===== config.mk =====
export PLATFORM = sky130hd
export DESIGN_NAME = octal_step_counter_flat
export DESIGN_NICKNAME = d
export VERILOG_FILES = /design/src/rtl/octal_step_counter_if.sv /design/src/rtl/octal_step_counter.sv /design/src/flat_wrapper.sv
export SDC_FILE = /design/constraint.sdc
export NUM_CORES = 1
export LEC_CHECK = 0
export CAP_MARGIN = 20
export CORE_UTILIZATION = 49
export DETAILED_ROUTE_END_ITERATION = 12
export GPL_ROUTABILITY_DRIVEN = 0
export PLACE_DENSITY = 0.7
export RECOVER_POWER = 25
export REMOVE_ABC_BUFFERS = 1
export SETUP_SLACK_MARGIN = 0.5
export SYNTH_ARGS = -nofsm -noshare
export SYNTH_HDL_FRONTEND = slang
export SYNTH_SLANG_ARGS = --single-unit

===== constraint.sdc =====
create_clock -name clk -period 3.1 [get_ports clk]
set_input_delay 0.465 -clock clk [delete_from_list [all_inputs] [get_ports clk]]
set_output_delay 0.465 -clock clk [all_outputs]
set_load 0.1 [all_outputs]

===== src/rtl/octal_step_counter_if.sv =====
// Board-side signal bundle for the octal step counter: raw buttons, preset and
// display enable in; 3-bit digit, display enable and wrap pulse out.
interface octal_step_counter_if;
  logic       btn_inc;
  logic       btn_dec;
  logic       load;
  logic [2:0] sw;
  logic       disp_on;
  logic [2:0] b;
  logic       en;
  logic       wrap;

  modport master (
    output btn_inc, btn_dec, load, sw, disp_on,
    input  b, en, wrap
  );

  modport slave (
    input  btn_inc, btn_dec, load, sw, disp_on,
    output b, en, wrap
  );
endinterface


===== src/rtl/octal_step_counter.sv =====
// Modulo-8 step counter driven by two debounced push-buttons, with preset load
// and wrap pulse. Define OCT_STEP_BLINK_EN to compile in the display blink.
module octal_step_counter #(
  parameter int DEB_CYCLES = 500000,
  parameter int BLINK_HALF = 12500000
) (
  input logic                 clk,
  input logic                 rst,
  octal_step_counter_if.slave io
);
  localparam int CNT_W = $clog2(DEB_CYCLES);
  localparam logic [CNT_W-1:0] CNT_LAST = CNT_W'(DEB_CYCLES - 1);

  if (DEB_CYCLES < 2 || BLINK_HALF < 1) begin : g_param_check
    $error("octal_step_counter: DEB_CYCLES must be >= 2 and BLINK_HALF >= 1");
  end

  // Bit 0 is the increment button path, bit 1 the decrement path.
  logic [1:0]            s1_q, s1_d;
  logic [1:0]            s2_q, s2_d;
  logic [1:0]            deb_q, deb_d;
  logic [1:0]            deb_prev_q, deb_prev_d;
  logic [1:0][CNT_W-1:0] cnt_q, cnt_d;
  logic [1:0]            press;

  logic [2:0] b_q, b_d;
  logic       wrap_q, wrap_d;
  logic       en_q, en_d;

  always_comb begin
    s1_d       = {io.btn_dec, io.btn_inc};
    s2_d       = s1_q;
    deb_d      = deb_q;
    deb_prev_d = deb_q;
    cnt_d      = '0;
    for (int i = 0; i < 2; i++) begin
      // Any cycle where s2 agrees with the debounced state restarts qualification.
      if (s2_q[i] != deb_q[i]) begin
        if (cnt_q[i] == CNT_LAST) begin
          deb_d[i] = s2_q[i];
        end else begin
          cnt_d[i] = cnt_q[i] + CNT_W'(1);
        end
      end
    end
    press = deb_q & ~deb_prev_q;
  end

  always_comb begin
    b_d    = b_q;
    wrap_d = 1'b0;
    if (io.load) begin
      b_d = io.sw;
    end else if (press == 2'b01) begin
      b_d    = b_q + 3'd1;
      wrap_d = (b_q == 3'd7);
    end else if (press == 2'b10) begin
      b_d    = b_q - 3'd1;
      wrap_d = (b_q == 3'd0);
    end
  end

`ifdef OCT_STEP_BLINK_EN
  localparam int BLK_W = (BLINK_HALF > 1) ? $clog2(BLINK_HALF) : 1;
  localparam logic [BLK_W-1:0] BLK_LAST = BLK_W'(BLINK_HALF - 1);

  logic [BLK_W-1:0] blk_cnt_q, blk_cnt_d;
  logic             phase_q, phase_d;
  logic             b_change;

  assign b_change = io.load | (press == 2'b01) | (press == 2'b10);

  // A fresh value restarts the blink in the visible phase so it shows at once.
  always_comb begin
    blk_cnt_d = blk_cnt_q + BLK_W'(1);
    phase_d   = phase_q;
    if (b_change) begin
      blk_cnt_d = '0;
      phase_d   = 1'b1;
    end else if (blk_cnt_q == BLK_LAST) begin
      blk_cnt_d = '0;
      phase_d   = ~phase_q;
    end
  end

  always_ff @(posedge clk) begin
    if (rst) begin
      blk_cnt_q <= '0;
      phase_q   <= 1'b1;
    end else begin
      blk_cnt_q <= blk_cnt_d;
      phase_q   <= phase_d;
    end
  end

  assign en_d = io.disp_on & phase_d;
`else
  assign en_d = io.disp_on;
`endif

  always_ff @(posedge clk) begin
    if (rst) begin
      s1_q       <= '0;
      s2_q       <= '0;
      deb_q      <= '0;
      deb_prev_q <= '0;
      cnt_q      <= '0;
      b_q        <= '0;
      wrap_q     <= 1'b0;
      en_q       <= 1'b0;
    end else begin
      s1_q       <= s1_d;
      s2_q       <= s2_d;
      deb_q      <= deb_d;
      deb_prev_q <= deb_prev_d;
      cnt_q      <= cnt_d;
      b_q        <= b_d;
      wrap_q     <= wrap_d;
      en_q       <= en_d;
    end
  end

  assign io.b    = b_q;
  assign io.wrap = wrap_q;
  assign io.en   = en_q;
endmodule


===== src/flat_wrapper.sv =====
// flat-port wrapper written by rule: the top's interface ports become plain ports
module octal_step_counter_flat 
#(
  parameter int DEB_CYCLES = 500000,
  parameter int BLINK_HALF = 12500000
)
  (clk, rst, io_btn_inc, io_btn_dec, io_load, io_sw, io_disp_on, io_b, io_en, io_wrap);
  octal_step_counter_if io_i ();
  input logic clk;
  input logic rst;
  input wire logic [$bits(io_i.btn_inc)-1:0] io_btn_inc;
  input wire logic [$bits(io_i.btn_dec)-1:0] io_btn_dec;
  input wire logic [$bits(io_i.load)-1:0] io_load;
  input wire logic [$bits(io_i.sw)-1:0] io_sw;
  input wire logic [$bits(io_i.disp_on)-1:0] io_disp_on;
  output wire logic [$bits(io_i.b)-1:0] io_b;
  output wire logic [$bits(io_i.en)-1:0] io_en;
  output wire logic [$bits(io_i.wrap)-1:0] io_wrap;
  assign io_i.btn_inc = io_btn_inc;
  assign io_i.btn_dec = io_btn_dec;
  assign io_i.load = io_load;
  assign io_i.sw = io_sw;
  assign io_i.disp_on = io_disp_on;
  assign io_b = io_i.b;
  assign io_en = io_i.en;
  assign io_wrap = io_i.wrap;
  octal_step_counter #(.DEB_CYCLES(DEB_CYCLES), .BLINK_HALF(BLINK_HALF)) u_core (.clk(clk), .rst(rst), .io(io_i));
endmodule

## Word level (Yosys, flattened, before mapping)

Cells that the tools add are included.

- Latch bits: 0
- Bits in writable memories: 0
- Word-level logic and storage cells: 37
- Bits in read-only memories: 0
- Bits in registers: 51
- Output and inout port bits: 5
- Memories kept: 0

- Add/sub/neg operators: 4
- Shifts and indexed selects: 0
- Divide/modulo/power cells: 0
- Reduce and logical (&&, ||, !) cells: 7
- Bitwise operators: 4
- Multiplexer cells: 5
- Equality and inequality tests: 7
- Magnitude comparators: 0
- $mul: 0

Operator list:

| operator | number |
|---|---|
| 19-bit by 1-bit adder with 19-bit output (second input constant) | 2 |
| 19-bit == test (second input constant) | 2 |
| 3-bit two-way mux | 3 |
| 3-bit OR reduction | 2 |
| 2-bit AND reduction | 2 |
| 3-bit by 1-bit adder with 3-bit output (second input constant) | 1 |
| 3-bit == test (second input constant) | 1 |
| 3-bit logical NOT | 1 |
| 3-bit nonzero test | 1 |
| 3-bit by 1-bit subtractor with 3-bit output (second input constant) | 1 |
| 2-bit AND | 1 |
| 2-bit by 1-bit == test with 1-bit output (second input constant) | 1 |
| 2-bit == test (second input constant) | 1 |
| 1-bit two-way mux | 2 |
| 1-bit != test | 2 |
| 1-bit NOT | 2 |
| 2-bit NOT | 1 |
| 2-bit OR reduction | 1 |

## Logic depth before layout (Yosys ltp)

Gate-level depths: netlist (run 1).

- Depth after elaboration: 6
- Mapped depth: 7

## Worst setup path after synthesis (run 1)

No wires, ideal clock.

- Path kind: reg-to-reg
- Start: register u_core.b_q[0] (netlist: u_core.io.b[0])
- End: register u_core.b_q[2] (netlist: u_core.io.b[2])
- Path buffers: 0
- Data arrival time: 2.006 ns
- Slack: 1.014 ns
- Stages on the path, launching flop included: 5
- Path through: dfxtp_1 > fa_1 > nor2_1 > or4_1 > a41oi_1

- Word-level cells in the longest chain between the ends: 4

Ends and longest elaborated chain:

| element | RTL line | text |
|---|---|---|
| start: declaration | octal_step_counter.sv:26 | `logic [2:0] b_q, b_d;` |
| start signal: assignment | octal_step_counter.sv:108 | `b_q <= '0;` |
| start signal: assignment | octal_step_counter.sv:117 | `b_q <= b_d;` |
| 3-bit by 1-bit subtractor with 3-bit output | octal_step_counter.sv:58 | `b_d = b_q - 3'd1;` |
| 3-bit two-way mux | octal_step_counter.sv:57 | `end else if (press == 2'b10) begin` |
| 3-bit two-way mux (*) | octal_step_counter.sv:54 | `end else if (press == 2'b01) begin` |
| 3-bit two-way mux (*) | octal_step_counter.sv:52 | `if (io.load) begin` |

Every way passes the cells marked *; elsewhere a longest branch is shown, timed or not. The select of a mux whose other input is x is not followed.
A chain may end at the register's enable or synchronous reset.

## Final worst setup path (run 1)

- Start: register u_core.wrap_q (netlist: u_core.io.wrap)
- End: output io_wrap

RTL lines:

| element | RTL line | text |
|---|---|---|
| start: declaration | octal_step_counter.sv:27 | `logic wrap_q, wrap_d;` |
| start signal: assignment | octal_step_counter.sv:118 | `wrap_q <= wrap_d;` |
| end: declaration | flat_wrapper.sv:18 | `output wire logic [$bits(io_i.wrap)-1:0] io_wrap;` |

No word-level cell between the ends.

==> run summary, run 1 <==
The H-tree was split into 2 levels. The arrival time reported for the critical path endpoint is 1730 ps, and the number of buffers on the longest clock path is 2. Once the floorplan was initialized, standard cells occupied 52.3% of the core. After layout, the worst path uses 70.7% of the clock period. Dividing the detail-routed via count by the number of cells gives 5.57.

The power density of the placed cells was 467 nW/um^2; the growth of design area from synthesis to finish was 9.75%. Headroom to the max-slew limit came out at 23.1%. Registers take 1020 sq um. The number of clock sinks was 51.

Ranked by total cell area, the synthesized netlist is headed by dfxtp_1 (44%), nor2_1 (6.6%), xnor2_1 (6.4%). The number of antenna diodes in the final layout is 0. The DRC marker count from the first detailed-route iteration is 73.

Entering global routing, the biggest net connects 20 pins. The number of max-cap violations is 0, and the maximum clock frequency is 456 MHz. For the number of buffers created by CTS, the log shows 5. Data on the critical path is required at its endpoint by 2630 ps. STA classifies the critical path startpoint as a register. The post-route netlist has 5.24% of its cells at a drive strength greater than 1. By startpoint and endpoint, the worst setup path is classified as register to primary output.

dfxtp_1 is the most common cell in the netlist. On the final layout, the worst clock skew is 10.5 ps. Delay contributed by the slowest stage of the critical path: 1120 ps. Path class of the lowest-slack min-delay path: register to register. Across the VDD grid, the largest voltage drop is 0.000244 V.

Global routing finished with a remaining overflow of 0. The total area inside the core boundary comes to 4440 sq um. The via count of the routed design is 1777. The number of setup buffers added after CTS is 0.

The logs give 0 for the count of final hold-check violations and 3940 um for the total length of routed wires. The count of fill cells added during filler insertion was 414; the register clock-pin slew on the reported worst setup and hold paths was 90 ps. For this run, the leading register cell type out of synthesis is dfxtp_1. Row generation in the floorplan step produced 24 rows. For this run, asynchronously set or reset flops after synthesis account for 0%. The tools report the final count of pins violating max slew as 0. The power after layout is 1.19 mW, and the routed length per placed instance is 12.3 um. The total buffers and inverters traversed by the critical path came out at 1. The final net count came out at 278. Library cell with the largest summed area after synthesis: dfxtp_1. The run gives 256 as the synthesized instance count. The floorplan die area was 5020 sq um. In this run the register-to-register setup slack is 1030 ps. For this design, the slowest cell found on the critical path is clkdlybuf4s50_1. In this run the count of I/O pins placed on the die edge is 14. The kind of cell with the highest combined delay along the critical path is buffers and inverters.

Each instance of the synthesized netlist takes up on average 9.07 sq um. In the final layout, the multi-input gates occupy 1210 sq um. The total routing resource utilization after global routing was 16.9%; the via count of the first global-routing pass was 1548. The synthesized netlist occupies a cell area of 2320 sq um. In this run the horizontal extent of the chip is 70.8 um. The measured slew at the worst slew-check pin came out at 1160 ps. The critical path goes through clkdlybuf4s50_1. In this run the tool buffered the top-level ports with 13 buffer cells.

The clock insertion delay at the later pin of the skew report is 290 ps, and the hold buffer count at CTS is 0. The worst hold slack across all endpoints is 438 ps, and the sum of net half-perimeters after detailed placement is 2740 um. The die boundary height is 70.8 um. Setup violations remaining at the end of the flow were counted as 0. The Yosys step of the flow raised 0 warnings. Maximum net fanout on the critical path: 1. After synthesis, the netlist uses 43 different library cells. The count of nets left with antenna violations once routing finished came out at 0. Once the clock tree was built, the resizer swapped 0 gates to a different size. The clock period could shrink to 2190 ps. The run gives 6740 um as the wire length of the first global-routing pass.

The top cell type by area accounts for 44.0% of the synthesized area. Setup repair after global routing left no endpoint under its margin. By count the netlist is led by dfxtp_1 (51), nor2_1 (41), xnor2_1 (17). Of the synthesized area, sequential elements account for 44.0%.

The DRC violations left is 0, and the number of flops mapped to enable cells by yosys is 0. TritonCTS built the clock tree. Synthesis inferred 51 register bits.

Summed over all cells, the static leakage comes to 0.756 nW. The initial antenna violation count is 0. The tools report the setup TNS after final layout as 0 ps. The cell sitting at the root of the clock tree is a clkbuf_8.

The pre-antenna-repair detailed-routing pass consisted of 6 iterations. The kind of end point of the critical path was a primary output. The run finished with clean final reports.
## layer usage
layer / vias up / share of wire (%) / global-route usage (%) / wire, um
met5: - / 0 / 0 / 0
met3: 2 / 3.3 / 5.41 / 129
met4: 0 / 0.74 / 5.78 / 29
met2: 27 / 45 / 25.7 / 1760
li1: 917 / - / - / -
met1: 831 / 51 / 22.6 / 2020
## state kept, by name, summed over array words and instances, names as in the netlist
register / flops
u_core.cnt_q: 38
u_core.io.b: 3
u_core.deb_prev_d: 2
u_core.deb_prev_q: 2
u_core.s1_q: 2
u_core.s2_q: 2
u_core.io.en: 1
u_core.io.wrap: 1
## worst paths after layout
kind	from	endpoint	cells past startpoint
worst min register to register	u_core.cnt_q[19]	u_core.cnt_q[19]	1
worst min-delay path	u_core.cnt_q[19]	u_core.cnt_q[19]	1
worst max register to register	u_core.deb_prev_d[0]	u_core.io.b[2]	6
worst max-delay path	u_core.io.wrap	io_wrap	1
## stage by stage
step                      std cells  instance area [sq um]  utilization, %  worst slack (ps)
final                           319                   2550            57.3               908
after global routing            319                   2550            57.3               784
after CTS                       319                   2570            57.8               893
after detailed placement        311                   2450            55.2              1030
after global placement          311                   2450            55.2              1090
after floorplan                 246                   2270               -              1010
## cell families (layout without fill, tap and decap cells)
logic type / after synthesis / after routing / synth area share [%]
buffers and inverters: 18 / 29 / 3.66
AOI/OAI and AO/OA: 23 / 23 / 6.90
and+or+nand+nor: 127 / 127 / 30.5
xor gates and xnor gates: 31 / 31 / 11.7
adders and majority gates: 3 / 3 / 1.94
DFF: 51 / 51 / 44.0
muxes: 3 / 3 / 1.35
## final cells by class
| type | instances | share of cell area [%] |
|---|---|---|
| timing repair buffer | 13 | 4.12 |
| sequential | 51 | 40.1 |
| multi-input combinational | 187 | 47.5 |
| inverter | 8 | 1.18 |
| clock buffer | 6 | 3.24 |
| clock inverter | 2 | 1.37 |
| tap | 52 | 2.55 |
## layout by cell type, fill, tap and decap left out, drive strengths merged, types with 2 or more instances in the layout
master / Yosys / layout
and4: 5 / 5
or3: 4 / 4
or4b: 2 / 2
o21ai: 7 / 7
or4: 2 / 2
nor3: 5 / 5
nor4b: 4 / 4
o41ai: 2 / 2
nand2b: 2 / 2
a21oi: 7 / 7
o31ai: 2 / 2
clkdlybuf4s50: 0 / 8
or2: 2 / 2
nor2: 41 / 41
nand3: 14 / 14
ha: 2 / 2
nor2b: 10 / 10
nand2: 11 / 11
inv: 8 / 8
and2: 3 / 3
xor2: 14 / 14
clkbuf: 3 / 10
mux2i: 2 / 2
nand4: 14 / 14
nor4: 5 / 5
dfxtp: 51 / 51
a41oi: 2 / 2
xnor2: 17 / 17
## power breakdown
part	internal, mW	switching (mW)
Sequential	0.661	0.00541
Combinational	0.0181	0.0387
Clock	0.261	0.206
(Power assumes the default switching activity.)
==> run 2: changes to the inputs <==
==> constraint.sdc (replaced) <==
create_clock -name clk -period 2.2 [get_ports clk]
set_input_delay 0.33 -clock clk [delete_from_list [all_inputs] [get_ports clk]]
set_output_delay 0.33 -clock clk [all_outputs]
set_load 0.1 [all_outputs]
==> run 2 against run 1 <==
  * Non-clock buffer count is 14 higher
  * Critical path type unchanged
  * Hold slack got worse by 5.0 ps
  * Via count up 1.9%
  * Largest cell class unchanged
==> run summary, run 2 (synthesis results as in run 1) <==
At the worst endpoint, the required time is 1870 ps. The final count of pins violating max slew was 0; the setup skew after layout was 11.7 ps. Power spread over the standard cell area amounts to 573 nW/um^2.

The die width was 70.8 um; the number of I/O port buffers was 13. The signal on the critical path passes through clkbuf_1. The run gives 2920 um as the sum of net half-perimeters after detailed placement. For the worst setup path, the data arrival time is 1480 ps. Across all layers, the routed design uses 1811 vias.

The launching instance or port of the critical path is u_core.io.en. The library cell used most frequently in the layout, excluding fill and tap cells, is nor2_1. The kind of end point of the critical path was a primary output.

The core region is 4440 sq um. The logs give 6 for the first-pass iteration count of the detailed router and 22.6% for the relative slew slack. The leftover overflow at the end of global routing came out at 0.

Summed over all cells, the static leakage comes to 0.862 nW. Dividing the detail-routed wire length by the instance count gives 13.3 um. For the clock insertion delay at the later pin of the skew report, the log shows 300 ps.

TritonCTS built the clock tree. The repair_antennas step left the layout with diodes totalling 0. More flip-flops sit in one register than any other, and that register is u_core.cnt_q. For this run, design rule violations remaining after detail routing come to 0.

The number of buffers on the longest clock path is 2. Static timing analysis puts the maximum clock frequency at 551 MHz. In this run the worst hold path is classified as register to register. The routed via count divided by cell count works out to 5.44. Entering global routing, the biggest net connects 20 pins.

The tools report the number of max-cap violations as 0. The floorplan has 24 rows. CTS placed an instance of clkbuf_8 at the clock tree root. For this run, the post-layout net count is 292. The startpoint identified for the worst register-to-register timing path is u_core.deb_prev_q[1]. Register clock-pin slew on the reported worst setup and hold paths: 100 ps.

The die covers 5020 sq um. The worst-case IR drop observed on VDD is 0.000252 V. The die boundary height was 70.8 um; the number of flip-flops in the largest register was 38. The final layout contains routed wiring with a total length of 4420 um.

The measured slew at the worst slew-check pin is 1170 ps. The type of element launching the critical path is a register. Slowest cell on the critical path: clkbuf_1. The flow ran to the end, and the final reports show no timing, DRC or antenna violations.

The total buffers and inverters traversed by the critical path is 1. Count of final hold-check violations: 0. The logs give 1755 for the via count of the first global-routing pass and 5 for the number of buffers created by CTS. In the finished design, the share of the clock period the worst path needs comes to 82.5%. Setup repair after global routing could not meet its margin everywhere. The critical path is of the register to primary output type. The post-route netlist has 19.9% of its cells at a drive strength greater than 1. The startpoint identified for the worst hold timing path is u_core.cnt_q[19]. The cell family with the largest share of critical-path delay was buffers and inverters. The starting density of the core is 52.3%, and the count of fill cells added during filler insertion is 379. The delay contributed by the slowest stage of the critical path came out at 860 ps. CTS built an H-tree with a depth of 2. 14 I/O pins were placed. The minimum clock period is 1810 ps, and the wire length of the first global-routing pass is 7580 um.

In this run the remaining antenna-violating nets after routing total 0. The tools report the DRC marker count from the first detailed-route iteration as 73. Counting every sink on the clock net gives 51. Setup violations remaining at the end of the flow were counted as 0.

The logs give 0 for the initial antenna violation count and 18.8% for the total routing resource utilization after global routing. The growth of design area from synthesis to finish works out to 19.8%. The maximum net fanout on the critical path works out to 1.

In the layout the commonest cells are nor2_1 (39), dfxtp_1 (38), xnor2_1 (17). The setup TNS after final layout came out at 0 ps. Cells fill 62.6% of the core in the end.
-- run 2: cell count changes in the layout (fill, tap and decap cells not counted), moves of 2 or more --
| cell | change |
|---|---|
| and4_4 | +2 |
| clkbuf_2 | +3 |
| dfxtp_2 | +9 |
| dfxtp_1 | -13 |
| buf_4 | +10 |
| nor2_4 | +2 |
| buf_6 | +2 |
| ha_1 | -2 |
| and4_1 | -2 |
| nor2_1 | -2 |
| dfxtp_4 | +4 |
-- run 2: layout make-up --
cell class / count / area [sq um] / share of cell area [%]
Multi-Input combinational cell: 187 / 1320 / 47.3
Sequential cell: 51 / 1050 / 37.7
Timing Repair Buffer: 27 / 224 / 8.05
Clock buffer: 6 / 82.6 / 2.97
Tap cell: 52 / 65.1 / 2.34
Inverter: 8 / 30.0 / 1.08
Clock inverter: 2 / 16.3 / 0.585
-- run 2: stage by stage --
stage | total power, mW | hold slack [ps] | instance area [sq um] | cells | worst slack, ps
4_1_cts | 1.61 | 449 | 2670 | 327 | 437
2_1_floorplan | 1.01 | 402 | 2270 | 246 | 114
3_3_place_gp | 1.05 | 418 | 2470 | 314 | 269
3_5_place_dp | 1.05 | 426 | 2470 | 314 | 125
6_report | 1.59 | 433 | 2780 | 333 | 386
5_1_grt | 1.66 | 457 | 2780 | 333 | 356
-- run 2: path summary, 6_finish.rpt --
path,to,cells past startpoint,slack (ps)
worst max register to register,u_core.io.b[2],6,530
worst min register to register,u_core.cnt_q[19],1,430
worst min-delay path,u_core.cnt_q[19],1,430
worst max-delay path,io_en,1,390
-- run 2: repair_timing --
action | in CTS | in global routing
hold buffers | 0 | 0
buffers inserted | 5 | 6
resized for setup | 18 | 24
pin swaps | 2 | 4
setup endpoints to repair | 40 | 40
-- run 2: per-layer routing --
metal  track usage, %  vias up  part of all wire, %
met2             30.4       30                   48
met3             5.13        4                  3.5
met4             6.44        0                  1.0
met5                0        -                    0
li1                 -      942                    -
met1             24.4      835                   48
-- run 2: report_power, final --
group	switching, mW	internal [mW]
registers	0.00828	0.926
clock network	0.311	0.257
logic	0.0592	0.0320
==> run 3: changes to the inputs <==
--- a/config.mk
+++ b/config.mk
@@ -9,7 +9,7 @@
 export CORE_UTILIZATION = 49
 export DETAILED_ROUTE_END_ITERATION = 12
 export GPL_ROUTABILITY_DRIVEN = 0
-export PLACE_DENSITY = 0.7
+export PLACE_DENSITY = 0.72
 export RECOVER_POWER = 25
 export REMOVE_ABC_BUFFERS = 1
 export SETUP_SLACK_MARGIN = 0.5
==> constraint.sdc (replaced) <==
create_clock -name clk -period 1.6 [get_ports clk]
set_input_delay 0.24 -clock clk [delete_from_list [all_inputs] [get_ports clk]]
set_output_delay 0.24 -clock clk [all_outputs]
set_load 0.1 [all_outputs]
==> run 3 against run 2 <==
  * The run now ends with DRC, setup timing left
  * Worst setup slack got worse by 400 ps
  * Die area did not move
  * Power rose by 40%
  * Global-route usage rose by 5.0 points
  * Combinational power rose by 130%
  * Clock skew barely moved
  * Hold slack improved by 28 ps
  * Sequential cell count did not move
  * Clock power rose by 29%
  * Non-clock buffer count rose by 47
==> run summary, run 3 (synthesis results as in run 1) <==
The run finished, with violations left. The checks that failed: DRC, setup timing. The tool flagged a number of max-cap violations equal to 0.

The worst hold slack across all endpoints was 461 ps; the via count of the routed design was 2147. The count of final hold-check violations came out at 0. After clock tree synthesis, the clock-pin slew on the worst setup and hold paths is 90 ps.

Dividing total power by cell area gives a power density of 623 nW/um^2. The initial antenna violation count came out at 0. The critical path runs through a total of 6 cells.

For this run, the share of the core covered by cells in the final layout is 80.3%. The worst setup path is launched from a register. The logs give 3570 sq um for the post-route standard cell area excluding fillers and 4440 sq um for the area of the core. Counting the fill cells in the layout gives 251. The number of H-tree levels was 2. The endpoint identified for the worst register-to-register timing path is u_core.io.b[2].

For this block, the initial DRC count from the detailed router was 134. In this run the tightest slew margin relative to its limit is 70.9%. The tools report the total of endpoints with negative setup slack in the final report as 5. The startpoint identified for the worst register-to-register timing path is u_core.deb_prev_d[0]. The share of layout cells above drive strength 1 is 45.1%. The register with the most flip-flops in the layout has 38 of them.

The routed length per placed instance was 16.0 um. After detailed routing, the total wire length is 6090 um. The tools report the residual antenna-violating net count after detailed routing as 0.

Setup repair after global routing could not meet its margin everywhere. Cell with the most instances on the worst path: a41oi_2. Entering global routing, the biggest net connects 19 pins. The worst hold path belongs to the class register to register. Walking the worst path, the cells encountered are nor2b_4, nand2_2, fa_2, a2111oi_4, a41oi_2, a41oi_2. The worst register-to-register path has a depth of 6. The wire length of the first global-routing pass was 9330 um. Number of buffers on the longest clock path: 2. Category of the critical setup timing path: register to register.

The final net count is 339. STA puts the critical path data required time at 1820 ps. Prior to clock tree synthesis, the placed netlist has a worst setup slack of -119 ps.

Compared with the post-synthesis result, the final layout area differs by 53.8%. The first detailed-routing pass took 8 iterations. The leading cell type in the layout, fill and taps excluded was buf_4.

Together, buffers and inverters on the worst path number 0. Across all register-to-register paths, the minimum setup slack is -20 ps. The number of clock sinks is 51.

The largest single stage delay on the critical path is 410 ps. Between clock sinks in the finished design, the worst skew comes to 11.6 ps. Last element of the critical path: u_core.io.b[2]. For the worst setup path, the data arrival time is 1840 ps. Final period utilization: 101%.

Cell family with the largest share of critical-path delay: compound AO/OA/AOI/OAI gates. The tools report the via count of the first global-routing pass as 2111. The run gives 2830 sq um as the placed standard-cell area. The tree is rooted in a clkbuf_8.

The total routing resource utilization after global routing is 23.8%, and the measured slew at the worst slew-check pin is 433 ps. Ranked by flip-flop count, first place goes to u_core.cnt_q. In this run the horizontal extent of the chip is 70.8 um. The launching instance or port of the critical path is u_core.deb_prev_d[0]. The number of buffers created by CTS came out at 5. Hold repair after CTS inserted 0 buffers. Worst-case setup margin in the final layout: -18.4 ps. The logs give 3210 um for the sum of net half-perimeters after detailed placement and 0 for the antenna diode count.

The maximum net fanout on the critical path is 3. The run gives 4 as the DRC violations left. The power after layout was 2.23 mW; the number of I/O port buffers was 13. The minimum clock period is 1620 ps. The top-level I/O count is 14, and the die boundary height is 70.8 um. The final count of pins violating max slew was 0. STA classifies the critical path endpoint as a register. Among all stages on the critical path, the largest delay is contributed by fa_2.

After detailed routing, the number of vias per cell comes to 5.65. TritonCTS built the clock tree. The leftover overflow at the end of global routing is 0, and the maximum ir drop on the vdd rail is 0.000525 V. Floorplan die area: 5020 sq um. In the layout the commonest cells are buf_4 (40), dfxtp_1 (30), nor2_1 (21).

The total number of placement rows was 24. The analysis attributes to cell leakage a power of 1.20 nW. For this configuration, the core starts out at a cell density of 52.3%. For the worst-skew pair, the clock arrives at the later sink with an insertion delay of 310 ps. Based on the critical path, the design can be clocked at up to 618 MHz.
## run 3: cell types whose count changed in the layout (fill, tap and decap cells not counted), sizes merged
cell and delta:
clkdlybuf4s50 +1, clkbuf -4, dlygate4sd3 -1, buf +51
## run 3: cell type report
cell class | instances | area [sq um] | share of cell area, %
clock inverter | 2 | 12.5 | 0.350
tap | 52 | 65.1 | 1.82
timing repair buffer | 74 | 768 | 21.5
sequential | 51 | 1060 | 29.8
clock buffer | 6 | 72.6 | 2.03
inverter | 8 | 30.0 | 0.841
multi-input combinational | 187 | 1560 | 43.6
## run 3: timing repair
action,4_1_cts,5_1_grt
pin swaps,22,17
setup buffers,12,7
endpoints found under the setup margin,46,49
cloned,3,0
gates resized for setup,79,41
## run 3: routing by layer
metal  GRT usage (%)  vias to the layer above  share of wire [%]
met5               0                        -                  0
met1            27.8                     1040                 43
met3            6.41                       16                3.4
li1                -                     1041                  -
met4            10.0                        0                2.4
met2            41.2                       50                 51
## run 3: worst reg2reg max path, stage by stage, from the launching register on
cell and delay (ps):
dfxtp_2 330, nor2b_4 150, nand2_2 80, fa_2 410, a2111oi_4 370, a41oi_2 70
a41oi_2 130
## run 3: per-stage QoR
step	std cells	setup TNS (ps)
floorplan	246	-4110
global placement	350	-68.4
detailed placement	350	-184
CTS	373	-11.2
global route	380	-1050
finish	380	-36.0
## run 3: where the power goes
| group | switching (mW) | internal, mW |
|---|---|---|
| clock network | 0.427 | 0.307 |
| logic | 0.110 | 0.101 |
| registers | 0.00995 | 1.27 |
## run 3: how the worst min path moves through the flow
| stage | slack [ps] | end | from | cells after the start |
|---|---|---|---|---|
| 4_1_cts | 460 | u_core.s2_q[0] | u_core.s1_q[0] | 1 |
| 3_3_place_gp | 430 | u_core.cnt_q[19] | u_core.cnt_q[19] | 1 |
| 3_5_place_dp | 430 | u_core.s2_q[0] | u_core.s1_q[0] | 1 |
| 5_1_grt | 470 | u_core.s2_q[0] | u_core.s1_q[0] | 1 |
| 2_1_floorplan | 310 | u_core.io.en | rst | 1 |
| 6_report | 460 | u_core.s2_q[0] | u_core.s1_q[0] | 1 |
